--- config.mk ---
export PLATFORM = sky130hd
export DESIGN_NAME = ahb5_req_manager
export DESIGN_NICKNAME = d
export VERILOG_FILES = /design/src/rtl/ahb5_req_manager.sv
export SDC_FILE = /design/constraint.sdc
export NUM_CORES = 1
export LEC_CHECK = 0
export CAP_MARGIN = 20
export CELL_PAD_IN_SITES_DETAIL_PLACEMENT = 1
export CELL_PAD_IN_SITES_GLOBAL_PLACEMENT = 1
export CORE_MARGIN = 3
export CORE_UTILIZATION = 29
export CTS_CLUSTER_DIAMETER = 30
export DETAILED_ROUTE_END_ITERATION = 8
export GPL_TIMING_DRIVEN = 1
export PLACE_DENSITY = 0.77
export SYNTH_ARGS = -nofsm -noshare
export SYNTH_HDL_FRONTEND = slang
export SYNTH_SLANG_ARGS = --single-unit
--- constraint.sdc ---
create_clock -name hclk -period 1 [get_ports hclk]
set_input_delay 0.1 -clock hclk [delete_from_list [all_inputs] [get_ports hclk]]
set_output_delay 0.1 -clock hclk [all_outputs]
set_load 0.02 [all_outputs]
--- src/rtl/ahb5_req_manager.sv ---
// Valid/ready request channel to pipelined AHB5 manager SINGLE transfers, one response per request.
// Optional exclusive-access support is enabled by defining AHB5_REQ_MANAGER_EXCL_EN.
module ahb5_req_manager #(
  parameter int unsigned ADDR_WIDTH    = 32,
  parameter int unsigned DATA_WIDTH    = 32,
  parameter int unsigned HMASTER_WIDTH = 8,
  parameter logic [HMASTER_WIDTH-1:0] HMASTER_ID = '0,
  parameter logic [3:0] HPROT  = 4'h3,
  parameter logic       NONSEC = 1'b1
) (
  input  logic                       hclk,
  input  logic                       hreset,
  input  logic                       req_valid,
  output logic                       req_ready,
  input  logic                       req_write,
  input  logic [ADDR_WIDTH-1:0]      req_addr,
  input  logic [2:0]                 req_size,
  input  logic [DATA_WIDTH-1:0]      req_wdata,
  input  logic [DATA_WIDTH/8-1:0]    req_wstrb,
  input  logic                       req_excl,
  output logic                       rsp_valid,
  output logic [DATA_WIDTH-1:0]      rsp_rdata,
  output logic                       rsp_err,
  output logic                       rsp_exokay,
  output logic [ADDR_WIDTH-1:0]      haddr,
  output logic [1:0]                 htrans,
  output logic                       hwrite,
  output logic [2:0]                 hsize,
  output logic [2:0]                 hburst,
  output logic                       hmastlock,
  output logic [3:0]                 hprot,
  output logic                       hnonsec,
  output logic                       hexcl,
  output logic [HMASTER_WIDTH-1:0]   hmaster,
  output logic [DATA_WIDTH-1:0]      hwdata,
  output logic [DATA_WIDTH/8-1:0]    hwstrb,
  input  logic [DATA_WIDTH-1:0]      hrdata,
  input  logic                       hready,
  input  logic                       hresp,
  input  logic                       hexokay
);

  localparam int unsigned STRB_WIDTH = DATA_WIDTH / 8;
  localparam logic [1:0] HTRANS_IDLE   = 2'b00;
  localparam logic [1:0] HTRANS_NONSEQ = 2'b10;
  localparam logic [2:0] HBURST_SINGLE = 3'b000;

  // Address-phase register
  logic                  ap_v_q, ap_v_d;
  logic [ADDR_WIDTH-1:0] ap_addr_q, ap_addr_d;
  logic                  ap_write_q, ap_write_d;
  logic [2:0]            ap_size_q, ap_size_d;
  logic [DATA_WIDTH-1:0] ap_wdata_q, ap_wdata_d;
  logic [STRB_WIDTH-1:0] ap_wstrb_q, ap_wstrb_d;

  // Data-phase register
  logic                  dp_v_q, dp_v_d;
  logic                  dp_write_q, dp_write_d;
  logic [DATA_WIDTH-1:0] dp_wdata_q, dp_wdata_d;
  logic [STRB_WIDTH-1:0] dp_wstrb_q, dp_wstrb_d;

  // Response register
  logic                  rsp_valid_q, rsp_valid_d;
  logic [DATA_WIDTH-1:0] rsp_rdata_q, rsp_rdata_d;
  logic                  rsp_err_q, rsp_err_d;
  logic                  rsp_exokay_q, rsp_exokay_d;

  logic accept;
  logic complete;

  assign req_ready = !hreset && (!ap_v_q || hready);
  assign accept    = req_valid && req_ready;
  assign complete  = dp_v_q && hready;

`ifdef AHB5_REQ_MANAGER_EXCL_EN
  logic ap_excl_q, ap_excl_d;
  logic dp_excl_q, dp_excl_d;

  always_comb begin
    ap_excl_d    = ap_excl_q;
    dp_excl_d    = dp_excl_q;
    rsp_exokay_d = 1'b0;
    if (accept) ap_excl_d = req_excl;
    if (ap_v_q && hready) dp_excl_d = ap_excl_q;
    if (complete) rsp_exokay_d = dp_excl_q && hexokay && !hresp;
  end

  always_ff @(posedge hclk) begin
    if (hreset) begin
      ap_excl_q <= 1'b0;
      dp_excl_q <= 1'b0;
    end else begin
      ap_excl_q <= ap_excl_d;
      dp_excl_q <= dp_excl_d;
    end
  end

  assign hexcl = ap_v_q && ap_excl_q;
`else
  logic unused_excl;
  assign unused_excl  = req_excl ^ hexokay;
  assign rsp_exokay_d = 1'b0;
  assign hexcl        = 1'b0;
`endif

  // Pipeline advance: accept into AP, AP into DP, DP completion into response
  always_comb begin
    ap_v_d      = ap_v_q;
    ap_addr_d   = ap_addr_q;
    ap_write_d  = ap_write_q;
    ap_size_d   = ap_size_q;
    ap_wdata_d  = ap_wdata_q;
    ap_wstrb_d  = ap_wstrb_q;
    dp_v_d      = dp_v_q;
    dp_write_d  = dp_write_q;
    dp_wdata_d  = dp_wdata_q;
    dp_wstrb_d  = dp_wstrb_q;
    rsp_valid_d = complete;
    rsp_err_d   = complete && hresp;
    rsp_rdata_d = '0;

    if (accept) begin
      ap_v_d     = 1'b1;
      ap_addr_d  = req_addr;
      ap_write_d = req_write;
      ap_size_d  = req_size;
      ap_wdata_d = req_wdata;
      ap_wstrb_d = req_wstrb;
    end else if (hready) begin
      ap_v_d = 1'b0;
    end

    if (ap_v_q && hready) begin
      dp_v_d     = 1'b1;
      dp_write_d = ap_write_q;
      dp_wdata_d = ap_wdata_q;
      dp_wstrb_d = ap_wstrb_q;
    end else if (dp_v_q && hready) begin
      dp_v_d = 1'b0;
    end

    if (complete && !dp_write_q) rsp_rdata_d = hrdata;
  end

  always_ff @(posedge hclk) begin
    if (hreset) begin
      ap_v_q       <= 1'b0;
      ap_addr_q    <= '0;
      ap_write_q   <= 1'b0;
      ap_size_q    <= '0;
      ap_wdata_q   <= '0;
      ap_wstrb_q   <= '0;
      dp_v_q       <= 1'b0;
      dp_write_q   <= 1'b0;
      dp_wdata_q   <= '0;
      dp_wstrb_q   <= '0;
      rsp_valid_q  <= 1'b0;
      rsp_rdata_q  <= '0;
      rsp_err_q    <= 1'b0;
      rsp_exokay_q <= 1'b0;
    end else begin
      ap_v_q       <= ap_v_d;
      ap_addr_q    <= ap_addr_d;
      ap_write_q   <= ap_write_d;
      ap_size_q    <= ap_size_d;
      ap_wdata_q   <= ap_wdata_d;
      ap_wstrb_q   <= ap_wstrb_d;
      dp_v_q       <= dp_v_d;
      dp_write_q   <= dp_write_d;
      dp_wdata_q   <= dp_wdata_d;
      dp_wstrb_q   <= dp_wstrb_d;
      rsp_valid_q  <= rsp_valid_d;
      rsp_rdata_q  <= rsp_rdata_d;
      rsp_err_q    <= rsp_err_d;
      rsp_exokay_q <= rsp_exokay_d;
    end
  end

  // Address-phase outputs are zeroed while IDLE; they only change on hready
  assign htrans    = ap_v_q ? HTRANS_NONSEQ : HTRANS_IDLE;
  assign haddr     = ap_v_q ? ap_addr_q : '0;
  assign hwrite    = ap_v_q && ap_write_q;
  assign hsize     = ap_v_q ? ap_size_q : 3'b000;
  assign hwdata    = (dp_v_q && dp_write_q) ? dp_wdata_q : '0;
  assign hwstrb    = (dp_v_q && dp_write_q) ? dp_wstrb_q : '0;
  assign hburst    = HBURST_SINGLE;
  assign hmastlock = 1'b0;
  assign hprot     = HPROT;
  assign hnonsec   = NONSEC;
  assign hmaster   = HMASTER_ID;

  assign rsp_valid  = rsp_valid_q;
  assign rsp_rdata  = rsp_rdata_q;
  assign rsp_err    = rsp_err_q;
  assign rsp_exokay = rsp_exokay_q;

endmodule

======== After elaboration in Yosys (flattened, before gate mapping) ========
Cells that the tools add are included.
storage, ports and cells
  register bits ........................... 145
  input port bits ......................... 111
  output and inout port bits .............. 128
  word-level logic and storage cells ...... 38
operators by class
  mux-type cells .......................... 9
  bitwise logic cells ..................... 1
  reduce and logical (&&, ||, !) cells .... 15
operators by type and width
  operator            count
  two-way mux 32 bit  2
  logical AND 1 bit   8
  two-way mux 1 bit   4
  two-way mux 4 bit   1
  nonzero test 2 bit  2
  zero test 1 bit     3
  two-way mux 3 bit   1
  two-way mux 2 bit   1
  OR reduction 2 bit  1
  logical OR 1 bit    1
  inverter 1 bit      1

======== Longest topological paths before layout ========
  depth after elaboration ................. 5
  mapped depth ............................ 6
  mapped depth without buffers ............ 3

======== Worst setup path before layout ========
No wires, ideal clock.
  kind .................................... register -> output
  start ................................... reg dp_v_q
  end ..................................... out hwdata[10]
  arrival ................................. 1.030 ns
  data required time ...................... 0.900 ns
  slack ................................... -0.130 ns
  stages on the path, launching flop included .. 4
  buffers on the path ..................... 2
  cell sequence ........................... dfxtp_1 > clkbuf_1 > clkbuf_1 > and3_1
on the way
  longest elaborated chain between the ends .. 2
ends and longest elaborated chain
  element                   line  source
  start: declaration        57    logic dp_v_q, dp_v_d;
  start signal: assignment  168   dp_v_q <= dp_v_d;
  logical AND 1 bit         184   assign hwdata = (dp_v_q && dp_write_q) ? dp_wdata_q : '0;
  two-way mux 32 bit        184
  end: declaration          35    output logic [DATA_WIDTH-1:0] hwdata,
No other way between the ends.

======== Worst setup path in the final report ========
  start ................................... reg ap_v_q
  end ..................................... out haddr[18]
on the way
  longest elaborated chain between the ends .. 1
ends and longest elaborated chain
  element                   line  source
  start: declaration        49    logic ap_v_q, ap_v_d;
  start signal: assignment  162   ap_v_q <= ap_v_d;
  two-way mux 32 bit        181   assign haddr = ap_v_q ? ap_addr_q : '0;
  end: declaration          25    output logic [ADDR_WIDTH-1:0] haddr,
No other way between the ends.

==> results.py <==
metrics = {
    "route": {
        "detail-route-antenna-nets": 0,
        "drt-vias-per-instance": 4.43,
        "vias": 5364,
        "post-route-drc-count": 0,
        "wl_per_cell_um": 18.3,
        "drt-initial-drc-count": 139,
        "routed_wl_um": 22100,
        "detailedRoute.firstPassIterationCount": 4,
    },
    "sta": {
        "timing.final.crit_share_pct": 142,
        "finalWorstPathRequiredPeriod_ps": 1420,
        "maxClockFrequency_ghz": 0.704,
        "timing_max_transition_violations_final": 0,
        "report.final.hold_viol_count": 0,
        "worst_hold_slack_ps": 160,
        "report.final.setup_viol": 217,
        "timing.final.ws_setup_ps": -420,
        "rsz0062_at_grt": "true",
        "fin_setup_tns_ps": -70260,
        "clock_skew_ps": 8.52,
    },
    "yosys": {
        "synth.distinct_cells": 18,
        "area_contributors_post_synth": "sky130_fd_sc_hd__dfxtp_1, sky130_fd_sc_hd__nand2b_1, sky130_fd_sc_hd__mux2i_1, sky130_fd_sc_hd__and2_1, sky130_fd_sc_hd__nand2_1",
        "synth_largest_area_cell": "sky130_fd_sc_hd__dfxtp_1",
        "synth.yosys.warnings": 0,
        "syn-instance-count": 662,
        "syn_area_per_cell_um2": 9.47,
        "postSynthRegisterBits": 145,
        "ys_seq_area_share_pct": 46.3,
        "post-synth-top-area-fraction_pct": 46.3,
        "cell_area_synth_mm2": 0.00627,
    },
    "worst_hold_path": {
        "hold_path.class": "input port to flop",
    },
    "finish": {
        "final-instance-count-excl-fill": 1211,
        "layout-drive-gt1-share_pct": 42.6,
        "layout.filler_cells": 2253,
        "area_delta_synth_final_pct": 74.2,
        "design.final.nets": 1033,
    },
    "pwr": {
        "power_leakage_uw": 0.00484,
        "pwr_density_cell_mw_per_mm2": 1370,
        "vdd_drop_max_mv": 1.07,
    },
    "global_route": {
        "grt_pass1_wl_um": 32100,
        "grt_util_all_layers_pct": 17.5,
        "via_count_of_the_first_global_routing_pass": 5735,
        "grt_max_degree": 38,
        "gr-total-overflow": 0,
        "initial_antenna_violation_count": 2,
    },
    "setup_path": {
        "setup.worst_path.start_class": "flop",
        "required_ps": 900,
        "worstPathMaxFanout": 19,
        "worst_setup_path_end_kind": "output port",
        "critical_path_class": "flop to output port",
        "cp.arrival_ps": 1320,
    },
    "clocking": {
        "cts-buffers-inserted": 17,
        "postCtsHoldBufs": 0,
        "clk_root_buffer_cell": "sky130_fd_sc_hd__clkbuf_16",
        "worst_skew_pair.late_latency_ps": 420,
        "tritoncts": "done",
        "cts.sink_count": 145,
        "clkSlewWorstSetupHoldPaths_ps": 60,
        "deepest_clock_path_buffer_count": 2,
        "ctsHtreeMaxLevel": 4,
    },
    "floorplan": {
        "ios": 239,
        "placement_rows": 53,
        "die_height_um": 153,
        "die_area_mm2": 0.0234,
        "core_mm2": 0.0212,
        "initial_core_util_pct": 29.6,
        "chipWidth_um": 153,
    },
    "place": {
        "portBuffers": 216,
        "final_hpwl_dp_um": 12800,
        "post-place-cells": 1137,
        "place.gp.congestion": 0.695,
        "dpl_worst_slack_ps": -594,
    },
    "status": {
        "failed_checks": "setup timing",
        "status": "finished, violations left",
    },
    "flow_run": {
        "max_cap_viol_count": 0,
    },
}
report_power, final:
group	internal, uW	total [uW]	switching (uW)
clock network	3980	6500	2510
registers	6010	6190	180
logic	1300	2220	920
area by class of cell:
cell class | instances | area (um2) | share of cell area [%]
timing repair buffer | 295 | 3520 | 32.2
multi-input combinational | 463 | 3510 | 32.2
sequential | 145 | 2940 | 26.9
clock buffer | 22 | 494 | 4.53
tap | 275 | 344 | 3.15
clock inverter | 9 | 104 | 0.951
antenna | 2 | 5.00 | 0.0458
cell usage after synthesis:
cell                       instances
sky130_fd_sc_hd__nor2b_4           2
sky130_fd_sc_hd__and3b_1           1
sky130_fd_sc_hd__and3_1           36
sky130_fd_sc_hd__buf_12            8
sky130_fd_sc_hd__conb_1            2
sky130_fd_sc_hd__clkbuf_2          4
sky130_fd_sc_hd__buf_6             4
sky130_fd_sc_hd__nand2_1          75
sky130_fd_sc_hd__and4bb_2          1
sky130_fd_sc_hd__a21oi_1          38
sky130_fd_sc_hd__dfxtp_1         145
sky130_fd_sc_hd__buf_2             8
sky130_fd_sc_hd__mux2i_1          72
sky130_fd_sc_hd__nor2_1            3
sky130_fd_sc_hd__and2_1           70
sky130_fd_sc_hd__nand2b_1        145
sky130_fd_sc_hd__buf_4            24
sky130_fd_sc_hd__clkbuf_1         24
state kept, by name (all words and copies together), names as in the netlist:
register    flops
ap_addr_q      32
ap_wdata_q     32
dp_wdata_q     32
rsp_rdata      32
ap_wstrb_q      4
dp_wstrb_q      4
ap_size_q       3
ap_v_q          1
ap_write_q      1
dp_v_q          1
dp_write_q      1
rsp_err         1
rsp_valid       1
cell usage in the layout (no fill, tap or decap), types with 28 or more instances in the layout:
| master | instances |
|---|---|
| sky130_fd_sc_hd__and2_4 | 30 |
| sky130_fd_sc_hd__nand2b_1 | 145 |
| sky130_fd_sc_hd__dfxtp_1 | 122 |
| sky130_fd_sc_hd__buf_6 | 103 |
| sky130_fd_sc_hd__mux2i_1 | 72 |
| sky130_fd_sc_hd__buf_4 | 34 |
| sky130_fd_sc_hd__clkdlybuf4s50_1 | 107 |
| sky130_fd_sc_hd__buf_12 | 28 |
| sky130_fd_sc_hd__a21oi_2 | 34 |
| sky130_fd_sc_hd__nand2_4 | 30 |
| sky130_fd_sc_hd__nand2_1 | 39 |
layer usage:
metal / part of all wire (%) / vias to the layer above / track usage [%]
met5: 0.090 / - / 0
met2: 52 / 132 / 30.5
met1: 41 / 2610 / 20.7
met3: 5.3 / 23 / 5.18
li1: - / 2597 / -
met4: 1.3 / 2 / 5.60
through the flow:
stage	utilization, %	power, uW	area [um2]
finish	51.6	14900	10900
global route	51.6	15500	10900
CTS	48.9	14900	10300
detailed placement	41.9	7950	8870
global placement	41.9	7920	8870
floorplan	-	7210	6450
final timing paths:
check                                     from  cells past startpoint  slack, ps             end
worst max-delay path                    ap_v_q                      3       -420       haddr[18]
worst min-delay path                    hreset                      4        160  dp_wdata_q[29]
worst max register to register          ap_v_q                      5       -380   ap_wdata_q[1]
worst min register to register  ap_wdata_q[31]                      2        460  dp_wdata_q[31]
repair_timing:
item	4_1_cts	5_1_grt
resized for setup	654	204
setup buffers	21	9
gates cloned	18	9
setup endpoints to repair	250	240
pin swaps	4	76
worst max-delay path: stages, from the launching register on:
cell and delay (ps):
sky130_fd_sc_hd__dfxtp_4 390, sky130_fd_sc_hd__buf_12 160, sky130_fd_sc_hd__and2_2 200, sky130_fd_sc_hd__buf_4 150
cells by family after synthesis:
group | Yosys count | share of synthesized area (%)
and+or+nand+nor | 333 | 30.5
DFF | 145 | 46.3
muxes | 72 | 11.5
buffers and inverters | 72 | 8.54
AOI/OAI and AO/OA | 38 | 3.03
other | 2 | 0.120
(Power assumes the default switching activity.)
